[config.mk]
export PLATFORM = sky130hd
export DESIGN_NAME = dca_lpixm_sram_responder
export DESIGN_NICKNAME = d
export VERILOG_FILES = /design/src/rtl/dca_lpixm_responder_pkg.sv /design/src/rtl/dca_lpixm_resp_fifo.sv /design/src/rtl/dca_lpixm_sram_responder.sv
export SDC_FILE = /design/constraint.sdc
export NUM_CORES = 1
export LEC_CHECK = 0
export ABC_AREA = 1
export CORE_MARGIN = 10
export CORE_UTILIZATION = 45
export CTS_BUF_LIST = sky130_fd_sc_hd__clkbuf_8
export DETAILED_ROUTE_END_ITERATION = 8
export PLACE_DENSITY = 0.81
export SYNTH_ARGS = -nofsm -noshare
export SYNTH_HDL_FRONTEND = slang
export SYNTH_HIERARCHICAL = 1
export SYNTH_SLANG_ARGS = --single-unit
[constraint.sdc]
create_clock -name clk -period 6.6 [get_ports clk]
set_input_delay 1.32 -clock clk [delete_from_list [all_inputs] [get_ports clk]]
set_output_delay 1.32 -clock clk [all_outputs]
set_load 0.03 [all_outputs]
[src/rtl/dca_lpixm_responder_pkg.sv]
// Shared definitions for the LPIXM SRAM responder: response codes, link field
// layout helpers and the burst-tracking state encoding.
package dca_lpixm_responder_pkg;

    localparam logic [1:0] RESP_OK     = 2'd0;
    localparam logic [1:0] RESP_SLVERR = 2'd2;

    typedef enum logic [0:0] {
        ST_IDLE  = 1'b0,
        ST_BURST = 1'b1
    } burst_state_e;

    // Request beat layout (LSB first): wstrb, wdata, addr, wr.
    function automatic int strb_w(input int dw);
        return dw / 8;
    endfunction

    function automatic int qdata_w(input int aw, input int dw);
        return 1 + aw + dw + dw / 8;
    endfunction

    function automatic int q_wdata_lsb(input int dw);
        return dw / 8;
    endfunction

    function automatic int q_addr_lsb(input int dw);
        return dw + dw / 8;
    endfunction

    function automatic int q_wr_bit(input int aw, input int dw);
        return aw + dw + dw / 8;
    endfunction

    // Response layout: {rdata, resp[1:0]}.
    function automatic int ydata_w(input int dw);
        return dw + 2;
    endfunction

    localparam int Y_RESP_LSB  = 0;
    localparam int Y_RDATA_LSB = 2;

endpackage

[src/rtl/dca_lpixm_resp_fifo.sv]
// Synchronous response FIFO with occupancy count; pointer/count state only is
// reset, the storage array is left uninitialised.
module dca_lpixm_resp_fifo #(
    parameter int W     = 8,
    parameter int DEPTH = 4
) (
    input  logic                     clk,
    input  logic                     rst,
    input  logic                     i_clear,
    input  logic                     i_push,
    input  logic [W-1:0]             i_wdata,
    input  logic                     i_pop,
    output logic [W-1:0]             o_rdata,
    output logic                     o_empty,
    output logic                     o_full,
    output logic [$clog2(DEPTH):0]   o_count
);
    localparam int PW = $clog2(DEPTH);

    logic [W-1:0]  r_mem [DEPTH];
    logic [PW-1:0] r_wptr;
    logic [PW-1:0] r_rptr;
    logic [PW:0]   r_count;
    logic          w_push;
    logic          w_pop;

    assign w_pop  = i_pop & (r_count != '0);
    assign w_push = i_push & ((r_count != (PW+1)'(DEPTH)) | w_pop);

    always_ff @(posedge clk or posedge rst) begin
        if (rst) begin
            r_wptr  <= '0;
            r_rptr  <= '0;
            r_count <= '0;
        end else if (i_clear) begin
            r_wptr  <= '0;
            r_rptr  <= '0;
            r_count <= '0;
        end else begin
            if (w_push) r_wptr <= r_wptr + 1'b1;
            if (w_pop)  r_rptr <= r_rptr + 1'b1;
            case ({w_push, w_pop})
                2'b10:   r_count <= r_count + 1'b1;
                2'b01:   r_count <= r_count - 1'b1;
                default: r_count <= r_count;
            endcase
        end
    end

    always_ff @(posedge clk) begin
        if (w_push & ~i_clear) r_mem[r_wptr] <= i_wdata;
    end

    assign o_rdata = r_mem[r_rptr];
    assign o_empty = (r_count == '0);
    assign o_full  = (r_count == (PW+1)'(DEPTH));
    assign o_count = r_count;

endmodule

[src/rtl/dca_lpixm_sram_responder.sv]
// LPIXM responder: executes sxq request beats on a 1-cycle SRAM port and returns
// ordered responses on sxy. Optional range/alignment check: DCA_LPIXM_RESPONDER_ADDR_CHECK_EN.
module dca_lpixm_sram_responder
    import dca_lpixm_responder_pkg::*;
#(
    parameter int                 BW_ADDR    = 32,
    parameter int                 BW_DATA    = 32,
    parameter int                 SRAM_AW    = 10,
    parameter logic [BW_ADDR-1:0] BASE_ADDR  = '0,
    parameter int                 RESP_DEPTH = 4
) (
    input  logic                                   clk,
    input  logic                                   rst,
    input  logic                                   clear,
    input  logic                                   enable,
    output logic                                   busy,
    output logic [1:0]                             sxqdready,
    input  logic                                   sxqvalid,
    input  logic                                   sxqhint,
    input  logic                                   sxqlast,
    input  logic                                   sxqafy,
    input  logic [qdata_w(BW_ADDR, BW_DATA)-1:0]   sxqdata,
    input  logic [1:0]                             sxydready,
    output logic                                   sxyvalid,
    output logic                                   sxyhint,
    output logic                                   sxylast,
    output logic [ydata_w(BW_DATA)-1:0]            sxydata,
    output logic                                   sram_cs,
    output logic                                   sram_we,
    output logic [SRAM_AW-1:0]                     sram_addr,
    output logic [strb_w(BW_DATA)-1:0]             sram_wstrb,
    output logic [BW_DATA-1:0]                     sram_wdata,
    input  logic [BW_DATA-1:0]                     sram_rdata
);
    localparam int BW_STRB = strb_w(BW_DATA);
    localparam int LG_STRB = $clog2(BW_STRB);
    localparam int CW      = $clog2(RESP_DEPTH) + 1;
    localparam int FE      = BW_DATA + 3;

    logic                  w_en;
    logic                  w_wr;
    logic [BW_ADDR-1:0]    w_addr;
    logic [BW_ADDR-1:0]    w_off;
    logic [BW_DATA-1:0]    w_wdata;
    logic [BW_STRB-1:0]    w_wstrb;
    logic                  w_err;
    logic                  w_owes;
    logic [CW:0]           w_cnt;
    logic                  w_rdy0;
    logic                  w_rdy1;
    logic                  w_accept;
    logic                  w_access;
    logic                  w_push;
    logic                  w_pop;
    logic                  w_valid;
    logic [FE-1:0]         w_push_data;
    logic [FE-1:0]         w_head;
    logic                  w_empty;
    logic                  w_full;
    logic [CW-1:0]         w_fifo_count;
    logic                  w_unused;

    logic                  r_inflight;
    logic                  r_wr;
    logic                  r_last;
    logic                  r_err;
    burst_state_e          r_state;
    burst_state_e          w_state_nxt;

    assign w_en    = enable & ~clear & ~rst;
    assign w_wr    = sxqdata[q_wr_bit(BW_ADDR, BW_DATA)];
    assign w_addr  = sxqdata[q_addr_lsb(BW_DATA) +: BW_ADDR];
    assign w_wdata = sxqdata[q_wdata_lsb(BW_DATA) +: BW_DATA];
    assign w_wstrb = sxqdata[BW_STRB-1:0];
    assign w_off   = w_addr - BASE_ADDR;

`ifdef DCA_LPIXM_RESPONDER_ADDR_CHECK_EN
    logic w_in_range;
    logic w_aligned;
    assign w_in_range = (w_addr >= BASE_ADDR) && ((w_off >> (SRAM_AW + LG_STRB)) == '0);
    assign w_aligned  = ((w_addr & BW_ADDR'(BW_STRB - 1)) == '0);
    assign w_err      = ~(w_in_range & w_aligned);
`else
    assign w_err      = 1'b0;
`endif

    // Error beats always answer, even unacked writes, so they need a credit.
    assign w_owes   = ~sxqhint & (~w_wr | sxqafy | w_err);
    assign w_cnt    = (CW+1)'(w_fifo_count) + (CW+1)'(r_inflight);
    assign w_rdy0   = w_en & (w_cnt < (CW+1)'(RESP_DEPTH));
    assign w_rdy1   = w_en & ((w_cnt + (CW+1)'(1)) < (CW+1)'(RESP_DEPTH));
    assign w_accept = w_en & sxqvalid & (w_rdy0 | ~w_owes);
    assign w_access = w_accept & ~sxqhint & ~w_err;

    assign sxqdready  = {w_rdy1, w_rdy0};
    assign sram_cs    = w_access;
    assign sram_we    = w_access & w_wr;
    assign sram_addr  = w_access ? SRAM_AW'(w_off >> LG_STRB) : '0;
    assign sram_wstrb = (w_access & w_wr) ? w_wstrb : '0;
    assign sram_wdata = (w_access & w_wr) ? w_wdata : '0;

    // A stalled enable keeps the beat in flight; the macro holds rdata while cs=0.
    always_ff @(posedge clk or posedge rst) begin
        if (rst) begin
            r_inflight <= 1'b0;
            r_wr       <= 1'b0;
            r_last     <= 1'b0;
            r_err      <= 1'b0;
        end else if (clear) begin
            r_inflight <= 1'b0;
        end else if (enable) begin
            r_inflight <= w_accept & w_owes;
            if (w_accept & w_owes) begin
                r_wr   <= w_wr;
                r_last <= sxqlast;
                r_err  <= w_err;
            end
        end
    end

    assign w_push      = r_inflight & enable & ~clear;
    assign w_push_data = {(r_wr | r_err) ? '0 : sram_rdata,
                          r_err ? RESP_SLVERR : RESP_OK,
                          r_last};

    assign w_valid = ~w_empty & w_en;
    assign w_pop   = w_valid & sxydready[0];

    dca_lpixm_resp_fifo #(
        .W     (FE),
        .DEPTH (RESP_DEPTH)
    ) u_fifo (
        .clk     (clk),
        .rst     (rst),
        .i_clear (clear),
        .i_push  (w_push),
        .i_wdata (w_push_data),
        .i_pop   (w_pop),
        .o_rdata (w_head),
        .o_empty (w_empty),
        .o_full  (w_full),
        .o_count (w_fifo_count)
    );

    assign sxyvalid = w_valid;
    assign sxydata  = w_valid ? w_head[FE-1:1] : '0;
    assign sxylast  = w_valid & w_head[0];
    assign sxyhint  = ~clear & ~rst & (r_inflight | ~w_empty);
    assign busy     = ~clear & ~rst & (r_inflight | ~w_empty | (r_state == ST_BURST));

    always_ff @(posedge clk or posedge rst) begin
        if (rst) r_state <= ST_IDLE;
        else     r_state <= w_state_nxt;
    end

    // Hint beats are advisory and do not advance burst tracking.
    always_comb begin
        w_state_nxt = r_state;
        if (clear) begin
            w_state_nxt = ST_IDLE;
        end else if (w_accept & ~sxqhint) begin
            case (r_state)
                ST_IDLE:  if (!sxqlast) w_state_nxt = ST_BURST;
                ST_BURST: if (sxqlast)  w_state_nxt = ST_IDLE;
                default:  w_state_nxt = ST_IDLE;
            endcase
        end
    end

    assign w_unused = ^{sxydready[1], w_full};

endmodule

Word-level counts from Yosys, hierarchy flattened:

Memories as Yosys holds them, arrays and structs flattened.
Index checks and enable logic that the tools add are counted.

* flip-flop bits (word level): 11
* bits in writable memories: 132
* input port bits: 111
* output and inout port bits: 88
* word-level logic and storage cells: 77
* memories: 1

Memories
* u_fifo.r_mem: words 4, bits a word 33, rd ports 1, clocked after memory_dff 0, wr ports 1, RTL line dca_lpixm_resp_fifo.sv:20 `logic [W-1:0] r_mem [DEPTH];`

* add/subtract/negate cells: 6
* $lt $le $gt $ge: 2
* equal/unequal tests: 3
* muxes and demuxes: 18
* bitwise operators: 32
* reductions and logical operators: 8

Operators by type and width (number)
* $mux W32: 2
* $mux W34: 1
* $and A1 B1 Y1: 21
* $mux W10: 1
* $lt A4 B3 Y1 const B: 2
* $mux W2: 4
* $reduce_bool A2 Y1: 4
* $mux W1: 7
* $not A1 Y1: 6
* $pmux W3 S2: 1
* $reduce_bool A3 Y1: 2
* $or A1 B1 Y1: 5
* $add A2 B1 Y2 const B: 2
* $add A3 B1 Y4: 1
* $add A4 B1 Y4 const B: 1
* $mux W4: 1
* $add A3 B1 Y3 const B: 1
* $logic_not A3 Y1: 1
* $mux W3: 1
* $ne A3 B3 Y1 const B: 1
* $reduce_and A3 Y1: 1
* $sub A3 B1 Y3 const B: 1
* $eq A2 B1 Y1 const B: 1
* $eq A2 B2 Y1 const B: 1

Logic depth before layout (Yosys ltp):

Gate-level depths: netlist (run 1).

* depth in word-level cells: 11
* gate-level depth with buffers: 15
* mapped depth without buffers: 15

By module:

The synthesis (run 1) kept the hierarchy.

Modules (own cells, without submodules)
* dca_lpixm_resp_fifo: times used 1, cells an instance 404, area each 5664.2 sq um, sequential area each 4379.2 sq um
* dca_lpixm_sram_responder: times used 1, cells an instance 295, area each 1417.6 sq um, sequential area each 100.1 sq um

Least setup slack after synthesis (run 1):

No wires, ideal clock.

* path kind: input port to flip-flop
* start point: input clear
* end point: memory u_fifo/r_mem[0][0] in the netlist's numbering (enable)
* library setup time: 427 ps
* arrival time: 4186 ps
* data required time: 6173 ps
* path slack: 1987 ps
* stages on the path: 9
* path buffers: 0
* cell sequence: nor2_2 > nand2_2 > nor2_1 > inv_2 > nor2_1 > inv_1 > nand2_1 > nand3_2 > nor2_1

* cells in the longest elaborated chain, start to end: 11
* elaborated cells between the ends (all ways): 12
* classes of those cells: mux: 2; bitwise: 10

Ends and longest elaborated chain
* start, declared: RTL line dca_lpixm_sram_responder.sv:14 `input logic clear,`
* $not A1 Y1 (no source line)
* $and A1 B1 Y1 (2 in a row): RTL line dca_lpixm_sram_responder.sv:70 `assign w_en = enable & ~clear & ~rst;`
* $and A1 B1 Y1: RTL line dca_lpixm_sram_responder.sv:126 `assign w_valid = ~w_empty & w_en;`
* named net sxyvalid: RTL line dca_lpixm_sram_responder.sv:24 `output logic sxyvalid,`
* $and A1 B1 Y1: RTL line dca_lpixm_sram_responder.sv:127 `assign w_pop = w_valid & sxydready[0];`
* named net w_pop: RTL line dca_lpixm_sram_responder.sv:54 `logic w_pop;`
* $and A1 B1 Y1: RTL line dca_lpixm_resp_fifo.sv:27 `assign w_pop = i_pop & (r_count != '0);`
* $or A1 B1 Y1: RTL line dca_lpixm_resp_fifo.sv:28 `assign w_push = i_push & ((r_count != (PW+1)'(DEPTH)) | w_pop);`
* $and A1 B1 Y1: RTL line dca_lpixm_resp_fifo.sv:28
* $and A1 B1 Y1: RTL line dca_lpixm_resp_fifo.sv:51 `if (w_push & ~i_clear) r_mem[r_wptr] <= i_wdata;`
* $mux W1: RTL line dca_lpixm_resp_fifo.sv:51
* $mux W1 (not written as such): RTL line dca_lpixm_resp_fifo.sv:51
* end, declared: RTL line dca_lpixm_resp_fifo.sv:20

The timed path passes the listed nets, and every way through them passes these cells.

Worst setup path in the final report (run 1):

* start point: input clear
* end point: output sram_wstrb[2]

* cells in the longest elaborated chain, start to end: 9
* elaborated cells between the ends (all ways): 10
* classes of those cells: mux: 1; bitwise: 9

Ends and longest elaborated chain
* $not A1 Y1 (no source line) (*)
* $and A1 B1 Y1 (*) (2 in a row): RTL line dca_lpixm_sram_responder.sv:70
* $and A1 B1 Y1: RTL line dca_lpixm_sram_responder.sv:90 `assign w_rdy0 = w_en & (w_cnt < (CW+1)'(RESP_DEPTH));`
* $or A1 B1 Y1: RTL line dca_lpixm_sram_responder.sv:92 `assign w_accept = w_en & sxqvalid & (w_rdy0 | ~w_owes);`
* $and A1 B1 Y1 (*): RTL line dca_lpixm_sram_responder.sv:92
* $and A1 B1 Y1 (*): RTL line dca_lpixm_sram_responder.sv:93 `assign w_access = w_accept & ~sxqhint & ~w_err;`
* $and A1 B1 Y1 (*): RTL line dca_lpixm_sram_responder.sv:99 `assign sram_wstrb = (w_access & w_wr) ? w_wstrb : '0;`
* $mux W4 (*): RTL line dca_lpixm_sram_responder.sv:99
* end, declared: RTL line dca_lpixm_sram_responder.sv:31 `output logic [strb_w(BW_DATA)-1:0] sram_wstrb,`

Every way passes the cells marked *; elsewhere a longest branch is shown, timed or not.

==> results of run 1 <==
==> flip-flops by register name, indices dropped and copies added (netlist names) <==
signal,count
r_inflight,1
r_last,1
r_state,1
r_wr,1
u_fifo/o_count,3
u_fifo/r_mem,140
u_fifo/r_rptr,2
u_fifo/r_wptr,2
==> cell usage in the layout (no fill, tap or decap) <==
cell / n
clkbuf_8: 17
bufinv_16: 2
xnor2_1: 1
clkinv_4: 4
a21boi_0: 2
nand2_2: 3
a21o_1: 1
dfrtp_2: 1
inv_6: 2
nand4_1: 2
clkinv_1: 3
a21oi_1: 4
o21ai_0: 65
clkdlybuf4s50_1: 175
inv_2: 3
inv_4: 1
nand2_4: 1
clkinv_2: 2
nand3_2: 5
nor2_2: 20
o22ai_1: 35
nand3_1: 9
edfxtp_1: 140
ha_1: 6
inv_1: 140
clkinvlp_4: 4
nor2_4: 16
buf_4: 5
o31ai_1: 1
conb_1: 8
nor2_1: 162
nand2_1: 22
o21ai_1: 11
fa_1: 1
dfrtp_1: 10
==> where the power goes <==
group / switching [uW] / internal, uW / total [uW]
registers: 11.3 / 1070 / 1080
clock network: 331 / 336 / 667
logic: 126 / 92.2 / 218
total: 468 / 1500 / 1970
==> metrics by stage <==
| stage | instance area, um2 | utilization (%) |
|---|---|---|
| floorplan | 7108 | - |
| global placement | 9002 | 58.78 |
| detailed placement | 9002 | 58.78 |
| CTS | 9392 | 61.32 |
| global route | 9392 | 61.32 |
| finish | 9392 | 61.32 |
==> cell families (layout without fill, tap and decap cells) <==
kind of cell    after synthesis  in the layout  synth area share, %
compound gates              119            119                9.170
fa+ha+maj                     7              7                1.343
simple gates                240            240                15.58
flops                       151            151                63.25
other cells                   1              8              0.05295
buf+inv                     180            358                10.48
xor+xnor                      1              1               0.1237
==> layer usage <==
| layer | vias up | part of all wire, % | track usage [%] |
|---|---|---|---|
| met3 | 25 | 12 | 8.320 |
| met4 | 0 | 2.0 | 7.735 |
| met2 | 210 | 48 | 26.69 |
| li1 | 2589 | - | - |
| met5 | - | 0 | 0 |
| met1 | 2381 | 38 | 15.67 |
==> final cells by class <==
cell class | count | area share [%]
clock buffer | 17 | 2.491
sequential | 151 | 47.71
clock inverter | 15 | 1.652
multi-input combinational | 375 | 20.41
tap | 211 | 2.811
inverter | 146 | 5.875
timing repair buffer | 180 | 19.05
==> path summary, 6_finish.rpt <==
kind                                   start             endpoint  slack, ps  cells past startpoint
hold / removal                          r_wr                 r_wr        520                      2
min in group asynchronous                rst           r_inflight       1140                      2
setup / recovery                       clear        sram_wstrb[2]       1300                      9
max in group asynchronous                rst     u_fifo/r_rptr[0]       5170                      2
setup reg to reg           u_fifo/o_count[2]  u_fifo/r_mem[3][18]       3150                     11
hold reg to reg                         r_wr                 r_wr        520                      2
==> critical path, delay by kind of cell <==
kind | cells | cell delay, ps
buffers and inverters | 3 | 1390
AND/OR/NAND/NOR | 6 | 1260
==> out/metrics.csv, run 1 <==
stage,metric,value,unit
place,gp_congestion,0.7141,
detailed_routing,wl,16780,um
clock_tree,cts_root_buf,clkbuf_8,
clock_tree,clkTransAtPathRegs,80,ps
global_routing,grt_pass1_wl,26780,um
setup_path,worstPathRequired,5280,ps
timing,fmax,188.7,MHz
layout,seqCellArea,0.004481,mm2
timing,hold_viol_final,0,
clock_tree,cts_tree,done,
global_routing,track_usage,15.82,%
global_routing,grt_start_max_net_pins,72,
yosys,yosysWarnings,6,
die,fp.dieH,145.5,um
timing,period_share,80.30,%
yosys,ys_seq_area_share,63.25,%
clock_tree,clk_latency,440,ps
layout,multi_input_comb_area,0.001917,mm2
timing,slew_headroom,24.44,%
layout,nNetsFinal,989,
yosys,netlist_area,0.007082,mm2
yosys,synth_cells,699,
power_and_ir_drop,p_leak,0.003782,uW
place,dp.cells,1063,
yosys,yosysTopAreaCell,edfxtp_1,
global_routing,antenna_found_initial,0,
timing,holdWs,521.9,ps
yosys,yosys.area.top_type_share,59.36,%
detailed_routing,num_vias,5205,
layout,syn2layout_area_growth,32.61,%
setup_path,cp.arrival,3980,ps
place,port_buffers,175,
detailed_routing,drc,0,
run_status,status,"finished, final reports clean",
die,core_area,0.01531,mm2
timing,skew,7.803,ps
timing,setup_viol,0,
setup_path,crit_top_cell,clkdlybuf4s50_1,
layout,fillers,1274,
yosys,synthMostInstantiatedCell,nor2_1,
timing,finalMaxSlewViolations,0,
timing,fin_ws,1300,ps
detailed_routing,drtAntennaViolNets,0,
yosys,syn_area_per_cell,10.13,um2
setup_path,cp_slowest_cell,clkdlybuf4s50_1,
power_and_ir_drop,p_total,1969,uW
timing,fin_crit,5300,ps
yosys,ys.flop_type,edfxtp_1,
clock_tree,cts_buffer_depth,2,
run,drv_cap,0,
clock_tree,hold_buffers,0,
setup_path,critPathMaxStageDelay,700,ps
detailed_routing,drt_iter0_markers,228,
yosys,synth_enable_flop_cells,140,
layout,drive_above_1_share,9.729,%
layout,final_cells,1095,
power_and_ir_drop,vdd_drop_max,0.1326,mV
place,hpwl,11310,um
yosys,async_flop_share,7.285,%
setup_path,path_max_fanout,37,
yosys,synth_cell_types,32,
global_routing,grt_overflow,0,
worst_hold_path,min_path_type,flop to flop,
layout,antenna_cells,0,
clock_tree,cts_resized,0,
detailed_routing,first_pass_iters,4,
die,dieArea,0.02116,mm2
yosys,synth-seq-cells,151,
global_routing,first_global_vias,5410,
yosys,synthTopCellsByArea,"edfxtp_1 59%, nor2_1 8.8%, inv_1 7.4%, o21ai_0 4.6%, dfrtp_1 3.9%",
setup_path,crit_type,input pin to primary output,
place,dp_slack,1243,ps
clock_tree,post_cts_buffers,0,
yosys,synthTopCellsByCount,"166 x nor2_1, 140 x edfxtp_1, 140 x inv_1",
setup_path,path_cells,"clkdlybuf4s50_1, nor2_2, nand2_2, nor2_4, nand3_2, clkinv_2, nand2_4, nor2_1, clkdlybuf4s50_1",
detailed_routing,viasPerCell,4.753,
setup_path,cp-end-kind,primary output,
timing,rsz0062_at_grt,no,
die,die_w,145.5,um
clock_tree,htreeDepth,4,
die,rows,45,
detailed_routing,wl_per_cell,15.32,um
clock_tree,clock-sinks,151,
die,initial_utilization,46.24,%
setup_path,start_kind,input pin,
power_and_ir_drop,pwr_density_cell,209.6,mW/mm2
die,io_pins,199,
timing,worst_pin_slew,1131,ps
timing,fin_setup_tns,0,ps
clock_tree,cts_buffers,17,
Power figures use the tool's default switching activity.
==> run 2, diff against run 1 <==
--- a/config.mk
+++ b/config.mk
@@ -10,7 +10,7 @@
 export CORE_UTILIZATION = 45
 export CTS_BUF_LIST = sky130_fd_sc_hd__clkbuf_8
 export DETAILED_ROUTE_END_ITERATION = 8
-export PLACE_DENSITY = 0.81
+export PLACE_DENSITY = 0.84
 export SYNTH_ARGS = -nofsm -noshare
 export SYNTH_HDL_FRONTEND = slang
 export SYNTH_HIERARCHICAL = 1
==> constraint.sdc (replaced) <==
create_clock -name clk -period 4.3 [get_ports clk]
set_input_delay 0.86 -clock clk [delete_from_list [all_inputs] [get_ports clk]]
set_output_delay 0.86 -clock clk [all_outputs]
set_load 0.03 [all_outputs]
==> out/metrics.csv, run 2 (synthesis gave the netlist of run 1 again) <==
stage,metric,value,unit,change
power_and_ir_drop,combPwrFrac,11.0,%,about the same
layout,final_common_cell,clkdlybuf4s50_1,,
detailed_routing,num_vias,5244,,+0.75%
power_and_ir_drop,p_leak,0.003896,uW,+3.0%
clock_tree,cts_root_buf,clkbuf_8,,
timing,fin_crit,3909,ps,
detailed_routing,viasPerCell,4.746,,-0.16%
global_routing,grt_start_max_net_pins,72,,unchanged
setup_path,cp_top_family,buffers and inverters,,
run,drv_cap,0,,unchanged
layout,largest_register_ffs,140,,unchanged
global_routing,track_usage,15.64,%,-0.18 points
setup_path,cp-end-kind,primary output,,
clock_tree,clkTransAtPathRegs,80,ps,about the same
layout,fillers,1239,,-2.7%
layout,syn2layout_area_growth,34.10,%,
timing,period_share,90.92,%,
setup_path,cp_slowest_cell,clkdlybuf4s50_1,,
timing,fin_setup_tns,0,ps,unchanged
setup_path,path_max_fanout,37,,unchanged
place,hpwl,11740,um,+3.7%
global_routing,grt_overflow,0,,unchanged
clock_tree,cts_buffer_depth,2,,unchanged
place,gp_congestion,0.7428,,+4.0%
layout,antenna_cells,0,,unchanged
die,dieArea,0.02116,mm2,unchanged
global_routing,first_global_vias,5373,,-0.68%
timing,fmax,255.8,MHz,
clock_tree,cts_tree,done,,
timing,hold_viol_final,0,,unchanged
place,port_buffers,175,,unchanged
setup_path,critPathMaxStageDelay,690,ps,about the same
worst_hold_path,worstHoldPathCells,2,,unchanged
layout,nNetsFinal,999,,+1.0%
clock_tree,hold_buffers,0,,unchanged
die,die_w,145.5,um,unchanged
worst_hold_path,min_path_type,flop to flop,,
detailed_routing,wl_per_cell,15.28,um,-0.26%
die,rows,45,,unchanged
layout,seqCellArea,0.004481,mm2,unchanged
detailed_routing,drt_iter0_markers,260,,+14%
power_and_ir_drop,vdd_drop_max,0.2061,mV,+55%
layout,drive_above_1_share,11.30,%,+1.6 points
detailed_routing,drtAntennaViolNets,0,,unchanged
power_and_ir_drop,pwr_density_cell,318.8,mW/mm2,+52%
setup_path,crit_type,flop to primary output,,
clock_tree,cts_buffers,17,,unchanged
setup_path,r2r_cells,11,,unchanged
setup_path,path_buf_inv,3,,unchanged
layout,final_cell_mix,"165 x clkdlybuf4s50_1, 162 x nor2_1, 145 x inv_1",,
setup_path,cp.arrival,3050,ps,-930 ps
global_routing,grt_pass1_wl,26430,um,-1.3%
global_routing,antenna_found_initial,0,,unchanged
detailed_routing,first_pass_iters,4,,unchanged
timing,slew_headroom,49.71,%,+25 points
power_and_ir_drop,p_clk_share,34.0,%,about the same
clock_tree,post_cts_buffers,0,,unchanged
power_and_ir_drop,p_int,2346,uW,+56%
timing,worst_pin_slew,754.3,ps,-376.4 ps
power_and_ir_drop,net-switching-power,681.4,uW,+46%
layout,regMostFlops,u_fifo/r_mem,,
setup_path,start_kind,flop,,
clock_tree,clk_latency,440,ps,about the same
setup_path,crit_cells,6,,-3
power_and_ir_drop,swShare,22.51,%,-1.3 points
power_and_ir_drop,seqPwrFrac,55.0,%,about the same
detailed_routing,drc,0,,unchanged
die,io_pins,199,,unchanged
power_and_ir_drop,p_total,3027,uW,+54%
timing,skew,15.76,ps,+7.957 ps
die,fp.dieH,145.5,um,unchanged
run_status,status,"finished, final reports clean",,
setup_path,worstPathRequired,3440,ps,-1840 ps
clock_tree,cts_resized,0,,unchanged
timing,setup_viol,0,,unchanged
setup_path,path_cells,"inv_2, o21ai_0, o22ai_1, inv_1, nor2_1, clkdlybuf4s50_1",,
clock_tree,clock-sinks,151,,unchanged
place,dp.cells,1073,,+0.94%
die,initial_utilization,46.24,%,unchanged
place,dp_slack,396.9,ps,-846.5 ps
layout,multi_input_comb_area,0.001917,mm2,unchanged
detailed_routing,wl,16890,um,+0.65%
layout,final_cells,1105,,+0.91%
timing,fin_ws,390.6,ps,-909.6 ps
timing,rsz0062_at_grt,no,,
die,core_area,0.01531,mm2,unchanged
timing,finalMaxSlewViolations,0,,unchanged
clock_tree,htreeDepth,4,,unchanged
-- run 2: cell count changes in the layout (fill, tap and decap cells not counted), moves of 3 or more --
| cell | previous run | this run |
|---|---|---|
| buf_12 | 0 | 5 |
| clkdlybuf4s50_1 | 175 | 165 |
| buf_4 | 5 | 20 |
| clkinvlp_4 | 4 | 1 |
| clkinv_4 | 4 | 1 |
| inv_1 | 140 | 145 |
-- run 2: power by group through the flow --
stage                     Combinational, uW  Clock, uW  Sequential (uW)
after floorplan                         183          0             1690
after global placement                  328          0             1700
after detailed placement                337          0             1700
after CTS                               338       1040             1660
after global routing                    370       1110             1670
final                                   334       1030             1660
-- run 2: worst reg2reg max path: stages, from the launching register on --
cell and delay, ps:
dfrtp_1 480, inv_1 100, nand2_2 110, inv_1 60
nor2_1 190, inv_2 280, nor2_1 320, inv_1 90
nand2_1 110, nand3_2 240, nor2_4 170, buf_4 310
-- run 2: final cells by class --
| class | instances | area share [%] |
|---|---|---|
| sequential | 151 | 47.18 |
| multi-input combinational | 375 | 20.18 |
| timing repair buffer | 190 | 20.03 |
| inverter | 146 | 5.810 |
| tap | 211 | 2.780 |
| clock buffer | 17 | 2.464 |
| clock inverter | 15 | 1.555 |
-- run 2: worst paths after layout --
check | from | to | slack [ps]
worst max-delay path | u_fifo/r_rptr[1] | sxydata[27] | 390
worst min-delay path | r_wr | r_wr | 510
worst max register to register | u_fifo/o_count[2] | u_fifo/r_mem[3][23] | 1490
worst min register to register | r_wr | r_wr | 510
max in group asynchronous | rst | u_fifo/r_rptr[0] | 3310
min in group asynchronous | rst | r_inflight | 700
-- run 2: stage by stage --
| step | utilization, % | instance area (um2) | hold slack, ps |
|---|---|---|---|
| after floorplan | - | 7108 | 475.7 |
| after global placement | 59.52 | 9115 | 469.7 |
| after detailed placement | 59.52 | 9115 | 485.9 |
| after CTS | 62.01 | 9497 | 503.6 |
| after global routing | 62.01 | 9497 | 544.5 |
| final | 62.01 | 9497 | 511.7 |
-- run 2: per-layer routing --
layer,global-route usage (%),vias to the layer above,wire length (um)
met1,15.11,2408,6147
met4,5.410,0,244
met3,7.731,19,1846
met2,28.22,205,8647
li1,-,2612,-
met5,0,-,0
==> run 3, diff against run 2 <==
--- a/config.mk
+++ b/config.mk
@@ -9,9 +9,12 @@
 export CORE_MARGIN = 10
 export CORE_UTILIZATION = 45
 export CTS_BUF_LIST = sky130_fd_sc_hd__clkbuf_8
+export CTS_CLUSTER_DIAMETER = 80
 export DETAILED_ROUTE_END_ITERATION = 8
 export PLACE_DENSITY = 0.84
+export SLEW_MARGIN = 15
 export SYNTH_ARGS = -nofsm -noshare
 export SYNTH_HDL_FRONTEND = slang
 export SYNTH_HIERARCHICAL = 1
 export SYNTH_SLANG_ARGS = --single-unit
+export TNS_END_PERCENT = 100
==> results of run 3 <==
No change in the layout: final DEF, timing and power equal those of run 2.
